==> config.mk <==
export PLATFORM = sky130hd
export DESIGN_NAME = formula_loader
export DESIGN_NICKNAME = d
export VERILOG_FILES = /design/src/rtl/formula_loader.sv
export SDC_FILE = /design/constraint.sdc
export NUM_CORES = 1
export LEC_CHECK = 0
export ABC_CLOCK_PERIOD_IN_PS = 2000
export BUFFER_PORTS_ARGS = -buffer_cell sky130_fd_sc_hd__buf_2
export CAP_MARGIN = 40
export CORE_ASPECT_RATIO = 2
export CORE_MARGIN = 3
export CORE_UTILIZATION = 49
export CTS_CLUSTER_DIAMETER = 30
export DETAILED_ROUTE_END_ITERATION = 10
export PLACE_DENSITY = 0.78
export SLEW_MARGIN = 0
export SYNTH_ARGS = -nofsm -noshare
export SYNTH_HDL_FRONTEND = slang
export SYNTH_SLANG_ARGS = --single-unit
==> constraint.sdc <==
create_clock -name in_clk -period 2 [get_ports in_clk]
set_clock_uncertainty 0.15 [all_clocks]
set_input_delay 0.1 -clock in_clk [delete_from_list [all_inputs] [get_ports in_clk]]
set_output_delay 0.1 -clock in_clk [all_outputs]
set_load 0.02 [all_outputs]
==> src/rtl/formula_loader.sv <==
// Formula loader: streams clause coefficient words into the gain block's clause
// registers (auto-incrementing index, one-hot write strobe), then enables the
// loaded clauses and gain evaluation.
//
// Ports:
//   in_clk, in_reset              clock (rising edge), async active-high reset
//   in_start, in_number_of_clauses begin a load of N = min(count, C) clauses
//   in_clause_valid / out_clause_ready, in_clause_coefficients_*  word input
//   out_clause_coefficients_*, out_clause_index, out_clause_write  clause write port
//   out_enable, out_gain_enable   per-clause enables and gain evaluation enable
//   out_busy, out_done            status: loading/settling, one-cycle RUN-entry pulse
module formula_loader #(
    parameter int MAXIMUM_BIT_WIDTH_OF_INTEGER_COEFFICIENT     = 4,
    parameter int MAXIMUM_BIT_WIDTH_OF_BOOLEAN_COEFFICIENT     = 2,
    parameter int MAXIMUM_BIT_WIDTH_OF_INTEGER_VARIABLE_INDEX  = 1,
    parameter int MAXIMUM_BIT_WIDTH_OF_BOOLEAN_VARIABLE_INDEX  = 1,
    parameter int MAXIMUM_BIT_WIDTH_OF_CLAUSES_INDEX           = 2
) (
    input  logic                                   in_clk,
    input  logic                                   in_reset,
    input  logic                                   in_start,
    input  logic [MAXIMUM_BIT_WIDTH_OF_CLAUSES_INDEX:0] in_number_of_clauses,
    input  logic                                   in_clause_valid,
    output logic                                   out_clause_ready,
    input  logic [(2**MAXIMUM_BIT_WIDTH_OF_INTEGER_VARIABLE_INDEX+1)*MAXIMUM_BIT_WIDTH_OF_INTEGER_COEFFICIENT-1:0]
                                                   in_clause_coefficients_integer,
    input  logic [MAXIMUM_BIT_WIDTH_OF_BOOLEAN_COEFFICIENT*(2**MAXIMUM_BIT_WIDTH_OF_BOOLEAN_VARIABLE_INDEX)-1:0]
                                                   in_clause_coefficients_boolean,
    output logic [(2**MAXIMUM_BIT_WIDTH_OF_INTEGER_VARIABLE_INDEX+1)*MAXIMUM_BIT_WIDTH_OF_INTEGER_COEFFICIENT-1:0]
                                                   out_clause_coefficients_integer,
    output logic [MAXIMUM_BIT_WIDTH_OF_BOOLEAN_COEFFICIENT*(2**MAXIMUM_BIT_WIDTH_OF_BOOLEAN_VARIABLE_INDEX)-1:0]
                                                   out_clause_coefficients_boolean,
    output logic [MAXIMUM_BIT_WIDTH_OF_CLAUSES_INDEX-1:0] out_clause_index,
    output logic [2**MAXIMUM_BIT_WIDTH_OF_CLAUSES_INDEX-1:0] out_clause_write,
    output logic [2**MAXIMUM_BIT_WIDTH_OF_CLAUSES_INDEX-1:0] out_enable,
    output logic                                   out_gain_enable,
    output logic                                   out_busy,
    output logic                                   out_done
);

    localparam int CI = MAXIMUM_BIT_WIDTH_OF_CLAUSES_INDEX;
    localparam int C  = 2**CI;
    localparam int IW = (2**MAXIMUM_BIT_WIDTH_OF_INTEGER_VARIABLE_INDEX+1)*MAXIMUM_BIT_WIDTH_OF_INTEGER_COEFFICIENT;
    localparam int BW = MAXIMUM_BIT_WIDTH_OF_BOOLEAN_COEFFICIENT*(2**MAXIMUM_BIT_WIDTH_OF_BOOLEAN_VARIABLE_INDEX);

    localparam logic [CI:0] C_MAX = (CI+1)'(C);
    localparam logic [CI:0] ONE_N = (CI+1)'(1);
    localparam logic [C-1:0] ONE_HOT0 = C'(1);

    localparam logic [1:0] ST_IDLE   = 2'd0;
    localparam logic [1:0] ST_LOAD   = 2'd1;
    localparam logic [1:0] ST_SETTLE = 2'd2;
    localparam logic [1:0] ST_RUN    = 2'd3;

    // Requests beyond the number of physical slots are clamped to C.
    function automatic logic [CI:0] clamp_count(input logic [CI:0] n);
        if (n > C_MAX) begin
            return C_MAX;
        end
        return n;
    endfunction

    // Thermometer mask with the low n bits set.
    function automatic logic [C-1:0] low_mask(input logic [CI:0] n);
        logic [C-1:0] m;
        m = '0;
        for (int i = 0; i < C; i++) begin
            m[i] = ((CI+1)'(i) < n);
        end
        return m;
    endfunction

    logic [1:0]    state_q, state_d;
    logic [CI-1:0] count_q, count_d;
    logic [CI:0]   num_q,   num_d;
    logic [IW-1:0] int_q,   int_d;
    logic [BW-1:0] bool_q,  bool_d;
    logic [CI-1:0] index_q, index_d;
    logic [C-1:0]  write_q, write_d;
    logic [C-1:0]  enable_q, enable_d;
    logic          gain_q,  gain_d;
    logic          done_q,  done_d;

    logic [CI:0]   start_n;
    logic          last_word;

    assign start_n   = clamp_count(in_number_of_clauses);
    assign last_word = ({1'b0, count_q} == (num_q - ONE_N));

    always_comb begin
        state_d  = state_q;
        count_d  = count_q;
        num_d    = num_q;
        int_d    = int_q;
        bool_d   = bool_q;
        index_d  = index_q;
        enable_d = enable_q;
        gain_d   = gain_q;
        // Strobe and done are single-cycle events; they default low every cycle.
        write_d  = '0;
        done_d   = 1'b0;

        case (state_q)
            ST_IDLE, ST_RUN: begin
                if (in_start) begin
                    // A restart from RUN withdraws the previous enables at once.
                    enable_d = '0;
                    gain_d   = 1'b0;
                    num_d    = start_n;
                    count_d  = '0;
                    if (start_n != '0) begin
                        state_d = ST_LOAD;
                    end else begin
                        // Empty formula: go straight to RUN with no clauses enabled.
                        state_d = ST_RUN;
                        gain_d  = 1'b1;
                        done_d  = 1'b1;
                    end
                end
            end
            ST_LOAD: begin
                // Ready is high throughout LOAD, so valid alone marks a transfer.
                if (in_clause_valid) begin
                    int_d   = in_clause_coefficients_integer;
                    bool_d  = in_clause_coefficients_boolean;
                    index_d = count_q;
                    write_d = ONE_HOT0 << count_q;
                    count_d = count_q + 1'b1;
                    if (last_word) begin
                        state_d = ST_SETTLE;
                    end
                end
            end
            ST_SETTLE: begin
                // One quiet cycle so the final clause write lands before enabling.
                state_d  = ST_RUN;
                enable_d = low_mask(num_q);
                gain_d   = 1'b1;
                done_d   = 1'b1;
            end
            default: begin
                state_d = ST_IDLE;
            end
        endcase
    end

    always_ff @(posedge in_clk or posedge in_reset) begin
        if (in_reset) begin
            state_q  <= ST_IDLE;
            count_q  <= '0;
            num_q    <= '0;
            int_q    <= '0;
            bool_q   <= '0;
            index_q  <= '0;
            write_q  <= '0;
            enable_q <= '0;
            gain_q   <= 1'b0;
            done_q   <= 1'b0;
        end else begin
            state_q  <= state_d;
            count_q  <= count_d;
            num_q    <= num_d;
            int_q    <= int_d;
            bool_q   <= bool_d;
            index_q  <= index_d;
            write_q  <= write_d;
            enable_q <= enable_d;
            gain_q   <= gain_d;
            done_q   <= done_d;
        end
    end

    assign out_clause_ready                = (state_q == ST_LOAD);
    assign out_busy                        = (state_q == ST_LOAD) || (state_q == ST_SETTLE);
    assign out_clause_coefficients_integer = int_q;
    assign out_clause_coefficients_boolean = bool_q;
    assign out_clause_index                = index_q;
    assign out_clause_write                = write_q;
    assign out_enable                      = enable_q;
    assign out_gain_enable                 = gain_q;
    assign out_done                        = done_q;

    // The clause register file relies on never seeing two slots written at once.
    write_onehot_a: assert property (@(posedge in_clk) disable iff (in_reset) $onehot0(write_q));

endmodule

==> results of run 1 <==
==> repair_timing <==
action	CTS	global route
hold endpoints to repair	54	0
resized for setup	0	0
hold buffers	20	0
==> critical path: cells and delay by family (launching register included) <==
family,cells,cell delay [ps]
and+or+nand+nor,3,440
adders and majority gates,1,390
DFF,1,370
AOI/OAI and AO/OA,1,370
buffers and inverters,1,70
==> registers in the layout, indices dropped and copies added (netlist names) <==
register,count
out_enable,4
count_q,2
out_clause_coefficients_boolean,4
out_gain_enable,1
out_clause_write,4
out_clause_coefficients_integer,12
state_q,2
out_clause_index,2
out_done,1
num_q,3
==> cell type report <==
cell class,instances,area [µm²]
repair buffers,76,503
flip-flops and latches,35,876
inverters,11,41.3
clock inverters,1,5.00
fillers,218,848
clock buffers,6,82.6
well taps,30,37.5
multi-input cells,82,654
==> cells in the final DEF, fill, tap and decap left out, types with 2 or more instances in the layout <==
cell	count
a21oi_1	4
a22oi_1	2
and3_1	5
buf_2	52
buf_4	3
clkbuf_8	6
dfrtp_1	35
dlygate4sd3_1	20
ha_1	9
inv_1	11
mux2_2	17
mux2i_1	2
nand2_1	10
nand2b_1	2
nor2_1	3
nor3_1	2
o21ai_0	10
xor2_1	2
==> worst paths after layout <==
kind,startpoint,end
max,state_q[0]$_DFFE_PP0P_,out_enable[0]$_DFFE_PP0P_
max reg2reg,state_q[0]$_DFFE_PP0P_,out_enable[0]$_DFFE_PP0P_
min in group asynchronous,in_reset,out_clause_index[0]$_DFFE_PP0P_
min,in_clause_valid,out_clause_write[3]$_DFF_PP0_
min reg2reg,out_clause_index[0]$_DFFE_PP0P_,out_clause_index[0]$_DFFE_PP0P_
max in group asynchronous,in_reset,out_clause_coefficients_integer[4]$_DFFE_PP0P_
==> report_power, final <==
part           internal, mW  leakage, nW  switching, mW
sequential            0.782        0.426         0.0462
clock                 0.270       0.0470          0.237
combinational         0.173        0.628          0.218
total                  1.22         1.10          0.501
==> layer usage <==
metal	wire [µm]	part of all wire	GRT usage
met2	1870	0.55	0.358
met4	59	0.017	0.0829
met3	228	0.067	0.0395
met5	0	0	0
met1	1240	0.37	0.193
==> cell families after synthesis <==
kind of cell,after synthesis
simple gates,27
compound gates,24
buf+inv,16
mux,19
xor+xnor,3
fa+ha+maj,9
flops,35
==> out/metrics.cfg, run 1 <==
[status]
status = finished, final reports clean

[routing]
routed_wirelength_um = 3400
remaining_drc_errors = 0
vias = 1262
vias_per_cell = 5.24
ant_nets = 0
routedWlPerCell_um = 14.1
first_pass_iters = 4
dr.first_iter.drc_count = 10

[layout]
drive_gt1_frac = 0.398
antenna_cells = 0
fin_cells = 241
syn_to_final_growth_pct = 38.0
finish.utilization = 0.722
fin_area_mm2 = 0.00220
num-nets-final = 243

[placed_design]
dpl-instance-area_mm2 = 0.00191
place_congestion = 0.865
post-place-ws_ps = 205
place_hpwl_um = 2370
dp_cells = 214
port_buffers = 52

[floorplan]
start_util = 0.523
fp.dieH_um = 86.7
ios = 53
die-area_mm2 = 0.00401
fp.dieW_um = 46.3
rows = 28
coreArea_mm2 = 0.00305

[yosys]
ys.flop_type = dfrtp_1
syn-instance-count = 133
syn_area_per_cell_um2 = 12.0
synth_edf_count = 0
async_flop_share = 1.00
synth_compound_area_frac = 0.100
syn-num-nets = 165
netlist_area_mm2 = 0.00159
synth-seq-area-share = 0.549
synthDistinctLibCells = 30
synth.area.top_cells = dfrtp_1 55%, mux2_2 12%, ha_1 7.1%
ys_ff_latch = 35
synth_xor_area_frac = 0.0165
synth_mux_area_frac = 0.133
ys_top_cells_by_count = 35 x dfrtp_1, 17 x mux2_2, 11 x inv_1
synth_top_family_by_area = multiplexers
synth_fa_ha_area_frac = 0.0706
yosys.area.top_type_share = 0.549
yosysMostFrequentCell = dfrtp_1
yosysWarnings = 0
synthSimpleGateAreaFrac = 0.0903
yosysTopAreaCell = dfrtp_1

[global_routing]
grt_pass1_wl_um = 5710
track_usage = 0.194
grt-ovfl-total = 0
grt_max_degree = 36
grt_pass1_vias = 1360
antenna_found_initial = 0

[sta]
worst_hold_slack_ps = 14.6
worst_pin_slew_ps = 440
setup_ws_ps = 160
rsz0062_at_grt = false
finalCritPeriodShare = 0.920
final.setup.tns_ps = 0
slew_viol_final = 0
period_minus_slack_ps = 1840
hold_viol_final = 0
maxSlewHeadroom = 0.705
fmaxAchievable_ghz = 0.543
setup_viol = 0

[clocking]
clkLatencyLatePin_ps = 280
cts-root-buf = clkbuf_8
cts_setup_buffers = 0
cts_tree = done
clockBufferDepth = 2
numCtsBuffers = 5
path_clk_slew_ps = 70
clkSinkCount = 35
h-tree-depth = 2

[worst_setup_path]
critical_path.max_stage_delay_ps = 390
cp_slowest_cell = ha_1
cp-start-kind = flip-flop
reg2regPathDepth = 6
cp.arrival_ps = 1910
cp_common_cell = nand2_1
crit_type = reg -> reg
cp_cell_sequence = inv_1, ha_1, nand2_1, a21boi_0, nand2_1, nand2_1
critPathCaptureType = flip-flop
cp_data_required_time_ps = 2070
cp_max_fo = 8
r2r_slack_ps = 160

[pwr]
powerDensity_mw_per_mm2 = 784
ir_drop_mv = 0.669
power_mw = 1.73
leakage_nw = 1.10

[worst_hold_path]
hold_path_class = in -> reg
min_path_cells = 2

[run]
cap_violations = 0

Note: power is estimated with default switching activity, not from simulation.
==> inputs of run 2 (changes only) <==
--- a/config.mk
+++ b/config.mk
@@ -13,6 +13,7 @@
 export CORE_UTILIZATION = 49
 export CTS_CLUSTER_DIAMETER = 30
 export DETAILED_ROUTE_END_ITERATION = 10
+export MAX_ROUTING_LAYER = met4
 export PLACE_DENSITY = 0.78
 export SLEW_MARGIN = 0
 export SYNTH_ARGS = -nofsm -noshare
==> run 2 against run 1 <==
Net effect:
- sequential cell count unchanged
- register-to-register slack hardly changed
- cell area unchanged
- hold slack about the same
- combinational power is essentially flat
- first-iteration DRC count is the same
- cell count is the same
- critical endpoint unchanged
- largest cell class unchanged
==> out/metrics.cfg, run 2 (same netlist as run 1, synthesis figures left out) <==
[status]
status = finished, final reports clean

[floorplan]
die-area_mm2 = 0.00401
start_util = 0.523
fp.dieH_um = 86.7
fp.dieW_um = 46.3
rows = 28
ios = 53
coreArea_mm2 = 0.00305

[sta]
hold_viol_final = 0
final.setup.tns_ps = 0
finalCritPeriodShare = 0.920
rsz0062_at_grt = false
worst_hold_slack_ps = 14.6
setup_viol = 0
slew_viol_final = 0
maxSlewHeadroom = 0.705
fmaxAchievable_ghz = 0.543
period_minus_slack_ps = 1840
worst_pin_slew_ps = 440

[layout]
antenna_cells = 0
mostFrequentLayoutCells = 52 x buf_2, 35 x dfrtp_1, 20 x dlygate4sd3_1, 17 x mux2_2, 11 x inv_1
largest_reg_flops = 12
num-nets-final = 243
syn_to_final_growth_pct = 38.0
drive_gt1_frac = 0.398
finish.utilization = 0.722
layout_commonest_cell = buf_2

[pwr]
seq_power_share = 0.480
p_int_mw = 1.22
ir_drop_mv = 0.669
power_mw = 1.73
combPwrFrac = 0.226
leakage_nw = 1.10
p_switching_mw = 0.501
switching_share = 0.290
powerDensity_mw_per_mm2 = 784
clockPowerShare = 0.293

[placed_design]
place_hpwl_um = 2370
port_buffers = 52
place_congestion = 0.879

[routing]
vias = 1262
routedWlPerCell_um = 14.1
remaining_drc_errors = 0
first_pass_iters = 4
dr.first_iter.drc_count = 10
routed_wirelength_um = 3400
ant_nets = 0
vias_per_cell = 5.24

[worst_setup_path]
cp_max_fo = 8
reg2regPathDepth = 6
setup.worst_path.end = out_enable[0]$_DFFE_PP0P_
cp-start-kind = flip-flop
crit_type = reg -> reg
crit_start = state_q[0]$_DFFE_PP0P_
cp_data_required_time_ps = 2070
r2r_slack_ps = 160
r2r_end = out_enable[0]$_DFFE_PP0P_
critPathCaptureType = flip-flop
r2r-start = state_q[0]$_DFFE_PP0P_
cp.arrival_ps = 1910

[global_routing]
track_usage = 0.199
grt-ovfl-total = 0
grt_pass1_wl_um = 5720
grt_max_degree = 36
grt_pass1_vias = 1360
antenna_found_initial = 0

[clocking]
cts_tree = done
clockBufferDepth = 2
numCtsBuffers = 5
cts_resized = 0
path_clk_slew_ps = 70
clkSinkCount = 35
cts-root-buf = clkbuf_8
clkLatencyLatePin_ps = 280
h-tree-depth = 2

[run]
cap_violations = 0

[worst_hold_path]
hold_path_class = in -> reg

==> run 2: cell counts in the layout (fill, tap and decap cells not counted) <==
Identical to the previous run, type by type.
==> run 2: cell type report <==
type                            instances  area (µm²)
Sequential cell                        35         876
Fill cell                             218         848
Multi-Input combinational cell         82         654
Timing Repair Buffer                   76         503
Clock buffer                            6        82.6
Inverter                               11        41.3
Tap cell                               30        37.5
Clock inverter                          1        5.00
==> run 2: metal layers <==
layer  up-vias  GRT usage  part of all wire
met2        50      0.358              0.55
met4         0     0.0829             0.017
met3         5     0.0395             0.067
met5         -          -                 0
met1       597      0.193              0.37
li1        610          -                 -
==> run 2: timing repair <==
action | 4_1_cts | 5_1_grt
endpoints found under the hold margin | 54 | 0
setup buffers | 0 | 0
hold buffers | 20 | 0
==> run 2: worst min-delay path by stage <==
| stage | cells past startpoint | from | to | slack (ps) |
|---|---|---|---|---|
| after global placement | 3 | in_reset | out_clause_coefficients_integer[11]$_DFFE_PP0P_ | 60 |
| final | 2 | in_clause_valid | out_clause_write[3]$_DFF_PP0_ | 10 |
| after detailed placement | 3 | in_reset | out_clause_index[1]$_DFFE_PP0P_ | 70 |
| after floorplan | 1 | in_reset | count_q[0]$_DFFE_PP0P_ | 100 |
| after global routing | 2 | in_clause_valid | out_clause_write[0]$_DFF_PP0_ | 20 |
| after CTS | 2 | in_clause_valid | out_clause_write[3]$_DFF_PP0_ | 0.2 |
==> run 2: stage by stage <==
step / instances / setup slack (ps) / area (µm²)
after floorplan: 133 / 240 / 1590
after global placement: 214 / 281 / 1910
after detailed placement: 214 / 205 / 1910
after CTS: 241 / 164 / 2200
after global routing: 241 / 18.2 / 2200
final: 241 / 160 / 2200
==> run 2: critical path, cell delays in order (launching register included) <==
cell and delay, ps:
dfrtp_1 370, inv_1 70, ha_1 390, nand2_1 240, a21boi_0 370, nand2_1 110, nand2_1 90
==> run 2: power groups by stage <==
stage               Combinational (mW)  Clock (mW)  Sequential, mW
CTS                              0.394       0.519           0.828
floorplan                        0.144           0           0.918
global placement                 0.354           0           0.836
detailed placement               0.363           0           0.841
global route                     0.435       0.544           0.841
finish                           0.391       0.506           0.828
